### src/rtl/fetch_sequencer_if.sv
// fetch_sequencer_if: imem request/response channel and the decode handoff of the fetch stage.
interface fetch_sequencer_if;
    logic        imem_req;
    logic [31:0] imem_addr;
    logic        imem_gnt;
    logic        imem_rvalid;
    logic [31:0] imem_rdata;
    logic        instr_valid;
    logic [31:0] instr;
    logic [31:0] instr_pc;
    logic        instr_ready;
    modport master (
        output imem_req, imem_addr, instr_valid, instr, instr_pc,
        input  imem_gnt, imem_rvalid, imem_rdata, instr_ready
    );
    modport slave (
        input  imem_req, imem_addr, instr_valid, instr, instr_pc,
        output imem_gnt, imem_rvalid, imem_rdata, instr_ready
    );
endinterface

### src/rtl/fetch_sequencer.sv
// fetch_sequencer: drives the next PC and runs one-outstanding imem fetches into decode.
module fetch_sequencer #(
    parameter logic [31:0] TRAP_VECTOR = 32'h0000_0100
) (
    input  logic              clk,
    input  logic              reset,
    input  logic [31:0]       pc_out,
    output logic [31:0]       pc_in,
    fetch_sequencer_if.master bus,
    input  logic              redirect_valid,
    input  logic [31:0]       redirect_target,
    output logic              misalign_fault,
    output logic [31:0]       fault_addr
);
    localparam logic [1:0] S_REQ   = 2'd0;
    localparam logic [1:0] S_WAIT  = 2'd1;
    localparam logic [1:0] S_HOLD  = 2'd2;
    localparam logic [1:0] S_DRAIN = 2'd3;

    logic [1:0]  state_q, state_d;
    logic        instr_valid_q, instr_valid_d;
    logic [31:0] instr_q, instr_d;
    logic [31:0] instr_pc_q, instr_pc_d;
    logic        misalign_fault_q, misalign_fault_d;
    logic [31:0] fault_addr_q, fault_addr_d;
    logic        misaligned;

    always_comb begin
        misaligned       = redirect_valid & (redirect_target[1:0] != 2'b00);
        state_d          = state_q;
        instr_valid_d    = instr_valid_q;
        instr_d          = instr_q;
        instr_pc_d       = instr_pc_q;
        misalign_fault_d = misaligned;
        fault_addr_d     = misaligned ? redirect_target : fault_addr_q;
        pc_in            = pc_out;
        case (state_q)
            S_REQ:  state_d = bus.imem_gnt ? S_WAIT : S_REQ;
            S_WAIT: if (bus.imem_rvalid) begin
                state_d       = S_HOLD;
                instr_valid_d = 1'b1;
                instr_d       = bus.imem_rdata;
                instr_pc_d    = pc_out;
            end
            S_HOLD: if (bus.instr_ready) begin
                state_d       = S_REQ;
                instr_valid_d = 1'b0;
                pc_in         = pc_out + 32'd4;
            end
            default: state_d = bus.imem_rvalid ? S_REQ : S_DRAIN;
        endcase
        // A redirect squashes whatever is in flight; an accepted but unanswered fetch must be drained.
        if (redirect_valid) begin
            pc_in         = misaligned ? TRAP_VECTOR : redirect_target;
            instr_valid_d = 1'b0;
            instr_d       = instr_q;
            instr_pc_d    = instr_pc_q;
            case (state_q)
                S_REQ:           state_d = bus.imem_gnt ? S_DRAIN : S_REQ;
                S_WAIT, S_DRAIN: state_d = bus.imem_rvalid ? S_REQ : S_DRAIN;
                default:         state_d = S_REQ;
            endcase
        end
        if (reset) pc_in = 32'h0;
    end

    always_ff @(posedge clk) begin
        if (reset) begin
            state_q          <= S_REQ;
            instr_valid_q    <= 1'b0;
            instr_q          <= 32'h0;
            instr_pc_q       <= 32'h0;
            misalign_fault_q <= 1'b0;
            fault_addr_q     <= 32'h0;
        end else begin
            state_q          <= state_d;
            instr_valid_q    <= instr_valid_d;
            instr_q          <= instr_d;
            instr_pc_q       <= instr_pc_d;
            misalign_fault_q <= misalign_fault_d;
            fault_addr_q     <= fault_addr_d;
        end
    end

    assign bus.imem_req    = !reset && (state_q == S_REQ);
    assign bus.imem_addr   = pc_out;
    assign bus.instr_valid = instr_valid_q;
    assign bus.instr       = instr_q;
    assign bus.instr_pc    = instr_pc_q;
    assign misalign_fault  = misalign_fault_q;
    assign fault_addr      = fault_addr_q;
endmodule

### src/flat_wrapper.sv
// flat-port wrapper written by rule: the top's interface ports become plain ports
module fetch_sequencer_flat 
#(
    parameter logic [31:0] TRAP_VECTOR = 32'h0000_0100
)
  (clk, reset, pc_out, pc_in, redirect_valid, redirect_target, misalign_fault, fault_addr, bus_imem_req, bus_imem_addr, bus_instr_valid, bus_instr, bus_instr_pc, bus_imem_gnt, bus_imem_rvalid, bus_imem_rdata, bus_instr_ready);
  fetch_sequencer_if bus_i ();
  input  logic clk;
  input  logic reset;
  input  logic [31:0] pc_out;
  output logic [31:0] pc_in;
  input  logic redirect_valid;
  input  logic [31:0] redirect_target;
  output logic misalign_fault;
  output logic [31:0] fault_addr;
  output wire logic [$bits(bus_i.imem_req)-1:0] bus_imem_req;
  output wire logic [$bits(bus_i.imem_addr)-1:0] bus_imem_addr;
  output wire logic [$bits(bus_i.instr_valid)-1:0] bus_instr_valid;
  output wire logic [$bits(bus_i.instr)-1:0] bus_instr;
  output wire logic [$bits(bus_i.instr_pc)-1:0] bus_instr_pc;
  input wire logic [$bits(bus_i.imem_gnt)-1:0] bus_imem_gnt;
  input wire logic [$bits(bus_i.imem_rvalid)-1:0] bus_imem_rvalid;
  input wire logic [$bits(bus_i.imem_rdata)-1:0] bus_imem_rdata;
  input wire logic [$bits(bus_i.instr_ready)-1:0] bus_instr_ready;
  assign bus_imem_req = bus_i.imem_req;
  assign bus_imem_addr = bus_i.imem_addr;
  assign bus_instr_valid = bus_i.instr_valid;
  assign bus_instr = bus_i.instr;
  assign bus_instr_pc = bus_i.instr_pc;
  assign bus_i.imem_gnt = bus_imem_gnt;
  assign bus_i.imem_rvalid = bus_imem_rvalid;
  assign bus_i.imem_rdata = bus_imem_rdata;
  assign bus_i.instr_ready = bus_instr_ready;
  fetch_sequencer #(.TRAP_VECTOR(TRAP_VECTOR)) u_core (.clk(clk), .reset(reset), .pc_out(pc_out), .pc_in(pc_in), .bus(bus_i), .redirect_valid(redirect_valid), .redirect_target(redirect_target), .misalign_fault(misalign_fault), .fault_addr(fault_addr));
endmodule
### config.mk
export PLATFORM = sky130hd
export DESIGN_NAME = fetch_sequencer_flat
export DESIGN_NICKNAME = d
export VERILOG_FILES = /design/src/rtl/fetch_sequencer_if.sv /design/src/rtl/fetch_sequencer.sv /design/src/flat_wrapper.sv
export SDC_FILE = /design/constraint.sdc
export NUM_CORES = 1
export LEC_CHECK = 0
export ABC_AREA = 1
export CAP_MARGIN = 40
export CORE_ASPECT_RATIO = 0.7
export CORE_MARGIN = 3
export CORE_UTILIZATION = 41
export DETAILED_ROUTE_END_ITERATION = 10
export PLACE_DENSITY = 0.82
export SLEW_MARGIN = 20
export SYNTH_ARGS = -nofsm -noshare
export SYNTH_HDL_FRONTEND = slang
export SYNTH_SLANG_ARGS = --single-unit
### constraint.sdc
create_clock -name clk -period 2.1 [get_ports clk]
set_input_delay 0.42 -clock clk [delete_from_list [all_inputs] [get_ports clk]]
set_output_delay 0.42 -clock clk [all_outputs]
set_load 0.02 [all_outputs]
==> summary.md, run 1 <==
| Metric | Value |
|---|---|
| Outcome | finished with violations |
| Failing checks | negative setup slack |
| Register share of total power | 39.9% |
| Distinct cells, synth | 28 |
| Combinational power share | 29.0% |
| Max-slew headroom | about 75% |
| Hold Path Class | in -> reg |
| CTS Root Cell | clkbuf_16 |
| Leakage power | ~4.4 nW |
| FMAX | around 0.43 GHz |
| Final Worst Setup Slack | -0.204 ns |
| Max-slew violations | 0 |
| Post-Route WL | around 23 mm |
| Area Growth Syn to Fin | 77.9% |
| Pwr dens | about 540 mW/mm^2 |
| CTS tree | built |
| Worst setup path endpoint | pc_in[11] |
| Vias in the first global route | between 6000 and 7000 |
| Clock share of power | a little under a third |
| Final Hold Viols | 0 |
| Total CTS buffers | 9 |
| Type of origin of the critical path | register |
| Die area | between 0.01 and 0.015 sq mm |
| Post-DRT Antenna Nets | 0 |
| Pint | roughly 3.5 mW |
| DRT Pass-1 Iters | 6 |
| Syn_nets | roughly 920 |
| RSZ-0062 raised after global routing | true |
| Share of layout cells above drive strength 1 | a little over a quarter |
| Sw Share | between 30% and 40% |
| DRC viols | 0 |
| Seq cells post-synth | 100 |
| Avg Inst Size Synth | 6.49 sq um |
| Crit. End Element | output pin |
| Final setup violation count | 25 |
| Initial antenna violation count | 0 |
| Placed Cells | 1283 |
| Clock skew | a little under 0.009 ns |
| Skew-Pair Late Insertion Delay | approximately 0.35 ns |
| Psw | 1.60 mW |
| CTS sink cnt | 100 |
| Max Cap Viol | 0 |
| Reg2Reg Depth | 7 |
| Period utilization | 110% |
| # IOs | between 200 and 300 |
| Reg2Reg Setup Slack | ~0.57 ns |
| Via count | between 6000 and 7000 |
| Clk buf depth | 2 |
| Mapped Cells | 814 |
| # rows | 34 |
| Critical path required time | around 1.7 ns |
| Worst r2r dst | u_core.bus.instr[30]$_SDFFE_PP0P_ |
| Global-route wire length before repair | around 32 mm |
| Critical R2R Launch | u_core.state_q[1]$_SDFFE_PP0P_ |
| VDD IR-drop max | 0.000431 V |
| PortBufs | 264 |
| Filler cell count | about 900 |
| Nets@finish | 1246 |
| Die Wd | 142 um |
| Largest net degree at the start of global routing | 51 |
| N_diodes | 0 |
| Die height | a little over 100 um |
| Warnings, synthesis | 0 |
| Clock slew at reported path FFs | roughly 0.070 ns |
| Wire per inst | between 15 and 20 um |
| GRT Resource Usage Total | between 20% and 30% |
| Overflow after GRT | 0 |
| Routed vias/inst | between 5 and 6 |
| Tightest Pin Transition | 0.375 ns |
| Largest fanout on the critical path | 7 |
| GP Congestion | 0.925 |
| H-tree depth reported by CTS | 3 |
| Layout Cells excl Fill | 1310 |
| Worst Setup SP | u_core.state_q[0]$_SDFFE_PP0P_ |
| DP HPWL | around 16 mm |
| Power, Total | between 5 and 6 mW |
| Arrival time at the worst endpoint | approximately 1.9 ns |
| Critical setup path kind | reg -> out |
| Final min period | roughly 2.3 ns |
| Synthesized area | roughly 0.0053 sq mm |
| Post-synthesis sequential area ratio | between 30% and 40% |
| CTS Hold Bufs | 0 |
| Initial core utilization | a little over two fifths |
| Core area | 0.0125 sq mm |
| Iter 0 DRT Violations | just over 700 |
placed cells by master, fill, tap and decap left out, types with 7 or more instances in the layout:
cell and n:
inv_2 9, dlygate4sd2_1 11, nor2_1 173, a21oi_1 22, nand2_1 96, clkbuf_2 9, clkdlybuf4s50_1 198, buf_6 26
nand2_2 30, buf_4 121, nor2_4 23, nor2_2 10, dfxtp_1 98, o21ai_0 96, clkbuf_16 9, nand2_4 7
o21ai_1 14, buf_12 7, inv_1 52, nand4_1 11, nand3_2 14, nand3_1 47, buf_2 14
synthesized netlist by cell type:
cell	count	area share, %
nand3_4	2	0.66
and2_1	2	0.24
nand3b_1	2	0.28
a21oi_1	27	2.6
nand4_1	11	1.3
buf_4	36	5.1
a211oi_1	1	0.14
nand2_2	4	0.47
o21ai_0	108	10
nor2_4	7	1.5
clkinv_1	1	0.071
o21ai_1	7	0.66
inv_1	60	4.3
nand3_1	63	6.0
nand3_2	1	0.19
nor2_2	8	0.95
nor3_1	6	0.57
or2_0	1	0.12
inv_2	3	0.21
or2_2	1	0.12
a32o_1	1	0.19
buf_6	1	0.21
nand2_1	129	9.2
ha_1	1	0.24
clkbuf_1	27	1.9
buf_2	13	1.2
dfxtp_1	100	38
nor2_1	191	14
metrics by stage:
stage               hold slack (ns)  util, %  area [sq um]  setup TNS (ns)  worst slack, ns
floorplan                     0.523        -          5290               0            0.325
global placement              0.451     69.4          8670          -25.67           -0.902
detailed placement            0.462     69.4          8670          -26.66           -0.949
CTS                           0.417     72.5          9070           -4.92           -0.264
global route                  0.464     75.2          9400           -4.72           -0.273
finish                        0.430     75.2          9400           -2.45           -0.204
sequential cells by signal, indices dropped and copies added (netlist names):
name,count
u_core.fault_addr,32
u_core.bus.instr,32
u_core.bus.instr_valid,1
u_core.state_q,2
u_core.misalign_fault,1
u_core.bus.instr_pc,32
cell families after synthesis:
| family | synth area share (%) |
|---|---|
| buf+inv | 13.0 |
| fa+ha+maj | 0.237 |
| flops | 37.9 |
| simple gates | 35.1 |
| compound gates | 13.8 |
power groups by stage:
stage               sequential [mW]  clock [mW]  combinational, mW
finish                         2.04        1.59               1.48
global route                   2.05        1.70               1.57
global placement               2.08           0               1.38
CTS                            2.04        1.62               1.40
detailed placement             2.08           0               1.39
floorplan                      2.19           0              0.475
timing repair:
action,4_1_cts,5_1_grt
resized for setup,209,178
setup buffers,4,8
endpoints found under the setup margin,50,33
pin swaps,18,49
cloned,1,0
critical path, stage by stage, from the launching register on:
cell,delay [ns]
dfxtp_4,0.36
inv_4,0.06
nand2_4,0.06
nor2_4,0.13
buf_6,0.16
nand4_1,0.19
o21ai_1,0.20
nand3_1,0.12
nand2_1,0.08
inv_1,0.04
buf_2,0.15
how the worst min path moves through the flow:
stage,depth (start not counted),from,slack (ns),to
5_1_grt,3,pc_out[12],0.46,u_core.bus.instr_pc[12]$_SDFFE_PP0P_
6_report,3,pc_out[12],0.43,u_core.bus.instr_pc[12]$_SDFFE_PP0P_
2_1_floorplan,2,redirect_target[8],0.52,u_core.fault_addr[8]$_SDFFE_PP0P_
3_5_place_dp,2,u_core.fault_addr[1]$_SDFFE_PP0P_,0.46,u_core.fault_addr[1]$_SDFFE_PP0P_
4_1_cts,3,pc_out[8],0.42,u_core.bus.instr_pc[8]$_SDFFE_PP0P_
3_3_place_gp,2,u_core.fault_addr[1]$_SDFFE_PP0P_,0.45,u_core.fault_addr[1]$_SDFFE_PP0P_
metal layers:
| layer | routed length (um) | GRT usage [%] | up-vias | part of all wire [%] |
|---|---|---|---|---|
| met5 | 0 | 0 | - | 0 |
| met4 | 775 | 8.19 | 0 | 3.4 |
| met3 | 2870 | 10.6 | 83 | 13 |
| met2 | 10500 | 46.4 | 419 | 47 |
| met1 | 8410 | 35.5 | 3150 | 37 |
| li1 | - | - | 3240 | - |
area by class of cell:
class | count | area (sq um) | area share [%]
Tap cell | 162 | 203 | 2.16
Inverter | 64 | 248 | 2.63
Clock buffer | 10 | 229 | 2.43
Multi-Input combinational cell | 573 | 3010 | 32.0
Clock inverter | 6 | 47.5 | 0.506
Sequential cell | 100 | 2010 | 21.4
Timing Repair Buffer | 395 | 3660 | 38.9
No activity file was read; power rests on OpenSTA's default activity.
==> run 2: changes to the inputs <==
Settings changed: HOLD_SLACK_MARGIN from default to 0.06.
==> results of run 2 <==
Same layout as run 1: the final DEF is identical, and so are final timing and power.
